[src/rtl/nanorv32_rf_wrback_pkg.sv]
// nanorv32_rf_wrback_pkg: shared widths, x0 index, FIFO depth and index helper
package nanorv32_rf_wrback_pkg;
  localparam int NANORV32_DATA_MSB = 31;
  localparam int NANORV32_RF_PORTRD_MSB = 4;
  localparam int NANORV32_LSU_BUF_DEPTH = 2;
  typedef logic [NANORV32_RF_PORTRD_MSB:0] rf_idx_t;
  localparam rf_idx_t NANORV32_X0 = '0;
  function automatic logic idx_valid(rf_idx_t i, int n);
    return (i != NANORV32_X0) && (int'(i) < n);
  endfunction
endpackage

[src/rtl/nanorv32_rf_wrback_fifo.sv]
// nanorv32_rf_wrback_fifo: synchronous FIFO holding {sel_rd, data} load results
module nanorv32_rf_wrback_fifo import nanorv32_rf_wrback_pkg::*; #(
  parameter int DEPTH = NANORV32_LSU_BUF_DEPTH,
  parameter int W = NANORV32_RF_PORTRD_MSB + NANORV32_DATA_MSB + 2
) (
  input  logic                   clk,
  input  logic                   rst,
  input  logic                   i_push,
  input  logic [W-1:0]           i_data,
  input  logic                   i_pop,
  output logic [W-1:0]           o_data,
  output logic                   o_full,
  output logic                   o_empty,
  output logic [$clog2(DEPTH):0] o_count
);
  localparam int AW = $clog2(DEPTH);
  logic [W-1:0] r_mem [DEPTH];
  logic [AW-1:0] r_wp, r_rp;
  logic [AW:0] r_cnt;
  logic w_push, w_pop;
  assign w_push = i_push & ~o_full;
  assign w_pop = i_pop & ~o_empty;
  assign o_data = r_mem[r_rp];
  assign o_full = r_cnt == (AW+1)'(DEPTH);
  assign o_empty = r_cnt == '0;
  assign o_count = r_cnt;
  // storage write; contents are don't-care while empty so no reset
  always_ff @(posedge clk) begin
    if (w_push) r_mem[r_wp] <= i_data;
  end
  // pointers and occupancy; simultaneous push/pop leaves count unchanged
  always_ff @(posedge clk) begin
    if (rst) begin
      r_wp <= '0;
      r_rp <= '0;
      r_cnt <= '0;
    end else begin
      if (w_push) r_wp <= r_wp + AW'(1);
      if (w_pop) r_rp <= r_rp + AW'(1);
      r_cnt <= r_cnt + (AW+1)'(w_push) - (AW+1)'(w_pop);
    end
  end
endmodule

[src/rtl/nanorv32_rf_wrback.sv]
// nanorv32_rf_wrback: ALU/LSU writeback arbitration plus pending-load scoreboard
module nanorv32_rf_wrback import nanorv32_rf_wrback_pkg::*; #(
  parameter int NUM_REGS = 32,
  parameter int DATA_W = NANORV32_DATA_MSB + 1,
  parameter int LSU_BUF_DEPTH = NANORV32_LSU_BUF_DEPTH
) (
  input  logic              clk,
  input  logic              rst,
  input  logic              alu_valid,
  input  rf_idx_t           alu_sel_rd,
  input  logic [DATA_W-1:0] alu_data,
  input  logic              lsu_valid,
  output logic              lsu_ready,
  input  rf_idx_t           lsu_sel_rd,
  input  logic [DATA_W-1:0] lsu_data,
  input  logic              ld_issue,
  input  rf_idx_t           ld_issue_rd,
  output logic              ld_issue_ok,
  input  rf_idx_t           chk_sel_a,
  input  rf_idx_t           chk_sel_b,
  output logic              hazard_a,
  output logic              hazard_b,
  output rf_idx_t           sel_rd,
  output logic [DATA_W-1:0] rd,
  output logic              write_rd,
  output logic              idle
);
  localparam int IW = NANORV32_RF_PORTRD_MSB + 1;
  localparam int EW = IW + DATA_W;
  localparam int CW = $clog2(LSU_BUF_DEPTH) + 1;
  function automatic logic [NUM_REGS-1:0] f_onehot(rf_idx_t i);
    return {{(NUM_REGS-1){1'b0}}, 1'b1} << i;
  endfunction
  function automatic logic f_pend(logic [NUM_REGS-1:0] p, rf_idx_t i);
    return |(p & f_onehot(i));
  endfunction
  logic [NUM_REGS-1:0] r_pending, w_set, w_clr;
  rf_idx_t r_sel_rd, w_sel_idx;
  logic [DATA_W-1:0] r_rd, w_sel_data;
  logic r_write_rd, r_wb_is_lsu;
  logic w_hs, w_push, w_pop, w_sel_lsu, w_sel_v, w_full, w_empty;
  logic [EW-1:0] w_head;
  logic [CW-1:0] w_cnt;
  nanorv32_rf_wrback_fifo #(.DEPTH(LSU_BUF_DEPTH), .W(EW)) u_fifo (
    .clk(clk),
    .rst(rst),
    .i_push(w_push),
    .i_data({lsu_sel_rd, lsu_data}),
    .i_pop(w_pop),
    .o_data(w_head),
    .o_full(w_full),
    .o_empty(w_empty),
    .o_count(w_cnt)
  );
  assign lsu_ready = ~rst & ~w_full;
  assign ld_issue_ok = ~f_pend(r_pending, ld_issue_rd);
  assign hazard_a = f_pend(r_pending, chk_sel_a);
  assign hazard_b = f_pend(r_pending, chk_sel_b);
  assign sel_rd = r_sel_rd;
  assign rd = r_rd;
  assign write_rd = r_write_rd;
  assign idle = (w_cnt == '0) & ~|r_pending & ~r_write_rd;
  // fixed priority ALU > FIFO head > LSU bypass; loads queue once the FIFO is occupied
  always_comb begin
    w_hs = lsu_valid & lsu_ready;
    w_pop = ~alu_valid & ~w_empty;
    w_push = w_hs & (alu_valid | ~w_empty);
    w_sel_lsu = ~alu_valid & (~w_empty | w_hs);
    w_sel_v = alu_valid | w_sel_lsu;
    w_sel_idx = alu_valid ? alu_sel_rd : ~w_empty ? w_head[EW-1:DATA_W] : lsu_sel_rd;
    w_sel_data = alu_valid ? alu_data : ~w_empty ? w_head[DATA_W-1:0] : lsu_data;
    w_set = (ld_issue & ld_issue_ok & idx_valid(ld_issue_rd, NUM_REGS)) ? f_onehot(ld_issue_rd) : '0;
    w_clr = (r_write_rd & r_wb_is_lsu) ? f_onehot(r_sel_rd) : '0;
  end
  // writeback register; x0 and out-of-range indices are consumed without a write
  always_ff @(posedge clk) begin
    if (rst) begin
      r_sel_rd <= '0;
      r_rd <= '0;
      r_write_rd <= 1'b0;
      r_wb_is_lsu <= 1'b0;
    end else begin
      r_write_rd <= w_sel_v & idx_valid(w_sel_idx, NUM_REGS);
      r_wb_is_lsu <= w_sel_lsu;
      if (w_sel_v) begin
        r_sel_rd <= w_sel_idx;
        r_rd <= w_sel_data;
      end
    end
  end
  // scoreboard clears on the LSU write edge; a same-edge issue re-sets the bit
  always_ff @(posedge clk) begin
    if (rst) r_pending <= '0;
    else r_pending <= ((r_pending & ~w_clr) | w_set) & {{(NUM_REGS-1){1'b1}}, 1'b0};
  end
`ifndef SYNTHESIS
  a_alu_to_pending: assert property (@(posedge clk) disable iff (rst)
    !(alu_valid && f_pend(r_pending, alu_sel_rd)))
    else $error("ALU result targets a register with a load outstanding");
`endif
endmodule

[config.mk]
export PLATFORM = sky130hd
export DESIGN_NAME = nanorv32_rf_wrback
export DESIGN_NICKNAME = d
export VERILOG_FILES = /design/src/rtl/nanorv32_rf_wrback_pkg.sv /design/src/rtl/nanorv32_rf_wrback_fifo.sv /design/src/rtl/nanorv32_rf_wrback.sv
export SDC_FILE = /design/constraint.sdc
export NUM_CORES = 1
export LEC_CHECK = 0
export BUFFER_PORTS_ARGS = -buffer_cell sky130_fd_sc_hd__buf_2
export CORE_UTILIZATION = 39
export DETAILED_ROUTE_END_ITERATION = 6
export REMOVE_ABC_BUFFERS = 1
export SYNTH_ARGS = -nofsm -noshare
export SYNTH_HDL_FRONTEND = slang
export SYNTH_SLANG_ARGS = --single-unit
[constraint.sdc]
create_clock -name clk -period 6.9 [get_ports clk]
set_clock_uncertainty 0.05 [all_clocks]
set_input_delay 2.07 -clock clk [delete_from_list [all_inputs] [get_ports clk]]
set_output_delay 2.07 -clock clk [all_outputs]
set_load 0.01 [all_outputs]
Word-level counts from Yosys, hierarchy flattened
Memory sizes are Yosys's and may differ from the RTL's. A register that Yosys moved wholly into a read port is not among the register bits.
Cells that the tools add are included.
- memories kept: 1
- bits in writable memories: 74
- output and inout port bits: 43
- logic and storage cells: 65
- flip-flop bits (word level): 75
- input port bits: 94
- equality and inequality tests: 1
- bitwise gates (word level): 28
- add/subtract/negate cells: 4
- reductions and logical operators: 8
- mux-type cells: 10
- shift-type cells: 4
- memory list (name ; depth ; width ; rd ports ; clocked after memory_dff ; write ports ; RTL line ; source):
    u_fifo.r_mem ; 2 ; 37 ; 1 ; 1 ; 1 ; nanorv32_rf_wrback_fifo.sv:17 ; logic [W-1:0] r_mem [DEPTH];
- operator list (cell ; count):
    32-bit bitwise AND ; 4
    32-bit 2-to-1 mux ; 4
    32-bit OR reduction ; 4
    1-bit by 5-bit left shift with 32-bit output, first input constant ; 4
    32-bit inverter ; 1
    32-bit OR ; 1
    1-bit bitwise AND ; 13
    5-bit 2-to-1 mux ; 2
    5-bit nonzero test ; 2
    1-bit inverter ; 6
    1-bit 2-to-1 mux ; 4
    1-bit OR ; 3
    1-bit adder, second input constant ; 2
    2-bit by 1-bit adder with 2-bit output ; 1
    2-bit equality test, second input constant ; 1
    2-bit logical NOT ; 1
    2-bit by 1-bit subtractor with 2-bit output ; 1
    1-bit logical NOT ; 1

Longest topological paths before layout
- word-level depth: 8
- mapped depth: 8
- depth with buffers taken out: 8

Cells and area by module
From an unflattened synthesis, not the netlist that was laid out.
- cell total of the unflattened synthesis: 760
- area total of the unflattened synthesis: 7812.5 um^2
- modules (own cells, without submodules) (module ; cells an instance ; seq. area each (um^2) ; instances ; area an instance (um^2)):
    nanorv32_rf_wrback ; 617 ; 1401.3 ; 1 ; 4750.8
    nanorv32_rf_wrback_fifo ; 143 ; 2322.2 ; 1 ; 3061.7

Worst setup path after synthesis
No wires, ideal clock.
- path kind: input port to output port
- start: input ld_issue_rd[1]
- end: output ld_issue_ok
- path slack: 1391 ps
- path buffers: 2
- stages on the path: 7
- arrival: 3389 ps
- required time: 4780 ps
- cell sequence: buf_2 -> buf_2 -> nand3b_1 -> a211oi_1 -> a41oi_1 -> nand3_1 -> nor4_1
- word-level cells in the longest chain between the ends: 4
- RTL lines (element ; RTL line ; source):
    start: declaration ; nanorv32_rf_wrback.sv:17 ; input rf_idx_t ld_issue_rd,
    1-bit by 5-bit left shift with 32-bit output ; nanorv32_rf_wrback.sv:32 ; return {{(NUM_REGS-1){1'b0}}, 1'b1} << i;
    32-bit bitwise AND ; nanorv32_rf_wrback.sv:35 ; return |(p & f_onehot(i));
    32-bit OR reduction ; nanorv32_rf_wrback.sv:35 ;
    1-bit inverter ; nanorv32_rf_wrback.sv:56 ; assign ld_issue_ok = ~f_pend(r_pending, ld_issue_rd);
    end: declaration ; nanorv32_rf_wrback.sv:18 ; output logic ld_issue_ok,
No other way between the ends.

Final worst setup path
- start: input ld_issue_rd[4]
- end: output ld_issue_ok
The elaborated chain is that of the path after synthesis.

==> key figures <==
Run status
  – Status: completed

Pwr
  – Sw frac: 30.9%
  – P_sw: 834 uW
  – PD cells: 309 mW/mm^2
  – Sequential group share of total power: 41.7%
  – Internal: 1.87 mW
  – Max VDD drop: 0.000191 V
  – Pleak: 3.26 nW
  – Logic pwr share: 24.1%
  – Power share of the clock group: 34.2%

CTS
  – CTS Sinks: 149
  – H-tree depth: 4
  – Clock-pin slew on the worst setup and hold paths: 0.06 ns
  – Clock buffer depth: 2
  – CTS Hold Buffers Added: 0
  – Root Buffer: clkbuf_16
  – Worst skew pair latency: 0.42 ns
  – # resized after CTS: 0
  – Num CTS Buffers: 17
  – TritonCTS clock tree: built
  – Post-CTS Setup Bufs: 0

Min path
  – Hold/Removal Path Class: reg -> reg
  – Worst Hold End: rd[29]$_SDFFE_PP0P_
  – Hold Path Origin: rd[29]$_SDFFE_PP0P_
  – Worst Hold Depth: 2

Drt
  – DR vias: 6,216
  – Drc violations: 0
  – Post-DRT Antenna Nets: 0
  – Vias per cell: 5.62
  – WL/cell: 18.6 um
  – Initial drt markers: 515
  – 1st-pass router iterations: 5
  – WL final: 20.6 mm

Placed design
  – Hpwl dp: 13.7 mm
  – Gpl congestion: 0.905
  – Area after DPL: 0.00817 mm^2
  – Dpl ws: 0.936 ns
  – Port buffer count: 136

Cells and area
  – Share of cells above drive strength 1: 24.5%
  – Finished Cell Area: 0.00876 mm^2
  – Nets: 954
  – Area growth from synthesis to layout: 17.9%

Synth
  – Syn Inst Count: 752
  – Count of state elements after synthesis: 149
  – Most common flop cell mapped by yosys: dfxtp_1
  – Post-synthesis sequential area ratio: 50.1%
  – Synthesized area: 0.00743 mm^2
  – Syn Area/Cell: 9.87 um^2
  – EDFF count, synth: 74
  – Post-synthesis async set-or-reset flop share: 0%
  – Yosys warns: 0
  – Top cells by area, synth: edfxtp_1 30%, dfxtp_1 20%, nor2_1 4.7%, mux2_2 4.4%, mux2i_1 3.9%
  – Area leader, netlist: edfxtp_1
  – Yosys top cell area share: 29.9%
  – Distinct cells, synth: 63

Setup path
  – Setup CP Type: in -> out
  – CP Launch Type: input pin
  – R2R depth: 4
  – Critical path, cell by cell: buf_2, or3_1, nor2_1, a211oi_2, nand3_2, nor4_1, buf_2
  – Crit-path leading delay family: simple AND/OR/NAND/NOR gates
  – Critical Path Start: ld_issue_rd[4]
  – Slowest CP cell: nor4_1
  – CP dominant cell by count: buf_2
  – WP data arrival: 3.88 ns
  – Worst Setup End Kind: primary output
  – CP max FO: 18
  – R2R Path End: u_fifo.r_mem[0][29]$_DFFE_PP_
  – Crit path required time: 4.78 ns
  – Buf/Inv on CP: 2
  – R2r setup slk: 4.23 ns
  – Reg-to-Reg Start: u_fifo.o_count[1]$_SDFF_PP0_
  – Largest stage delay, worst path: 0.38 ns

Die
  – Num ports: 137
  – Die Span X: 140 um
  – Initial Util: 39.7%
  – Number of cell rows: 50
  – Core ar.: 0.0187 mm^2
  – Die Y-Extent: 140 um
  – Full die area: 0.0196 mm^2

Global routing
  – Vias in the first global route: 5,988
  – GR Overflow Total: 0
  – Largest net degree at the start of global routing: 78
  – First-pass GRT wire length: 32.3 mm
  – Initial antenna violation count: 1
  – Total GRT Usage: 21.5%

STA
  – Pins over their slew limit: 0
  – Fin. Hold Viols: 0
  – Final min period: 6.00 ns
  – Period utilisation layout: 87.0%
  – Setup TNS: 0 ns
  – Slew margin rel.: 23.2%
  – Final worst slack: 0.897 ns
  – Fmax achieved: 0.167 GHz
  – Least-Margin Pin Slew: 1.15 ns
  – Endpoints failing setup: 0
  – RSZ-0062 raised after global routing: no

Flow run
  – Max Cap Violations: 0
-- cell usage in the layout (no fill, tap or decap), drive strengths merged, types with 12 or more instances in the layout --
master	n
dfxtp	75
nand2	40
mux2	29
clkbuf	18
nor3	45
nor2b	28
nand3b	22
a211oi	20
o21ai	36
nor2	93
inv	14
o22ai	31
nand3	23
a21oi	29
nor3b	12
mux2i	29
o31ai	18
edfxtp	74
buf	142
-- layer usage --
metal / vias to the layer above / track usage (%) / part of all wire (%)
met5: - / 0 / 0
met4: 0 / 9.66 / 2.6
met3: 37 / 5.23 / 6.8
li1: 3023 / - / -
met2: 210 / 34.4 / 46
met1: 2946 / 27.6 / 45
-- worst max path at each step --
stage                       end  slack [ns]  depth (start not counted)
floorplan           ld_issue_ok        1.53                          5
global placement    ld_issue_ok        0.92                          7
detailed placement  ld_issue_ok        0.94                          7
CTS                 ld_issue_ok        0.93                          7
global route        ld_issue_ok        0.75                          7
finish              ld_issue_ok        0.90                          7
-- power groups by stage --
stage	registers, mW	logic (mW)	clock network [mW]
2_1_floorplan	1.15	0.388	0
6_report	1.13	0.651	0.923
3_3_place_gp	1.15	0.652	0
5_1_grt	1.14	0.723	0.977
4_1_cts	1.13	0.657	0.940
3_5_place_dp	1.15	0.652	0
-- stage by stage --
stage	power [mW]	hold WS, ns	std cells	util (%)
after floorplan	1.54	0.428	697	-
after global placement	1.80	0.425	1073	43.7
after detailed placement	1.80	0.427	1073	43.7
after CTS	2.73	0.439	1105	46.8
after global routing	2.84	0.457	1106	46.8
final	2.70	0.436	1106	46.8
-- tightest hold or removal path, stage by stage (launching register included) --
cell	delay [ns]
dfxtp_1	0.31
nor2_1	0.09
nor3_1	0.04
-- flip-flops by register name, indices dropped and copies added, names as in the netlist, named ones only --
signal	cells
sel_rd	5
write_rd	1
rd	32
r_wb_is_lsu	1
u_fifo.r_mem	74
u_fifo.r_wp	1
u_fifo.r_rp	1
u_fifo.o_count	2
r_pending	31
-- cell usage after synthesis, types with 23 or more instances --
master / number
dfxtp_1: 75
mux2_2: 29
buf_2: 23
nor2_1: 92
mux2i_1: 29
a21oi_1: 29
o21ai_0: 36
edfxtp_1: 74
nor3_1: 45
o22ai_1: 31
nor2b_1: 28
nand2_1: 40
-- layout make-up --
| type | count | area, um^2 |
|---|---|---|
| Fill cell | 1791 | 9950 |
| Sequential cell | 149 | 3720 |
| Multi-Input combinational cell | 536 | 3380 |
| Timing Repair Buffer | 142 | 726 |
| Clock buffer | 18 | 429 |
| Tap cell | 234 | 293 |
| Clock inverter | 14 | 159 |
| Inverter | 12 | 45.0 |
| Antenna cell | 1 | 2.50 |
-- cell families after synthesis --
group	share of synthesized area (%)
adders and majority gates	0.337
muxes	8.61
buffers and inverters	4.48
AOI/OAI and AO/OA	14.9
and+or+nand+nor	21.0
xor gates and xnor gates	0.472
DFF	50.1
(Power assumes the default switching activity.)
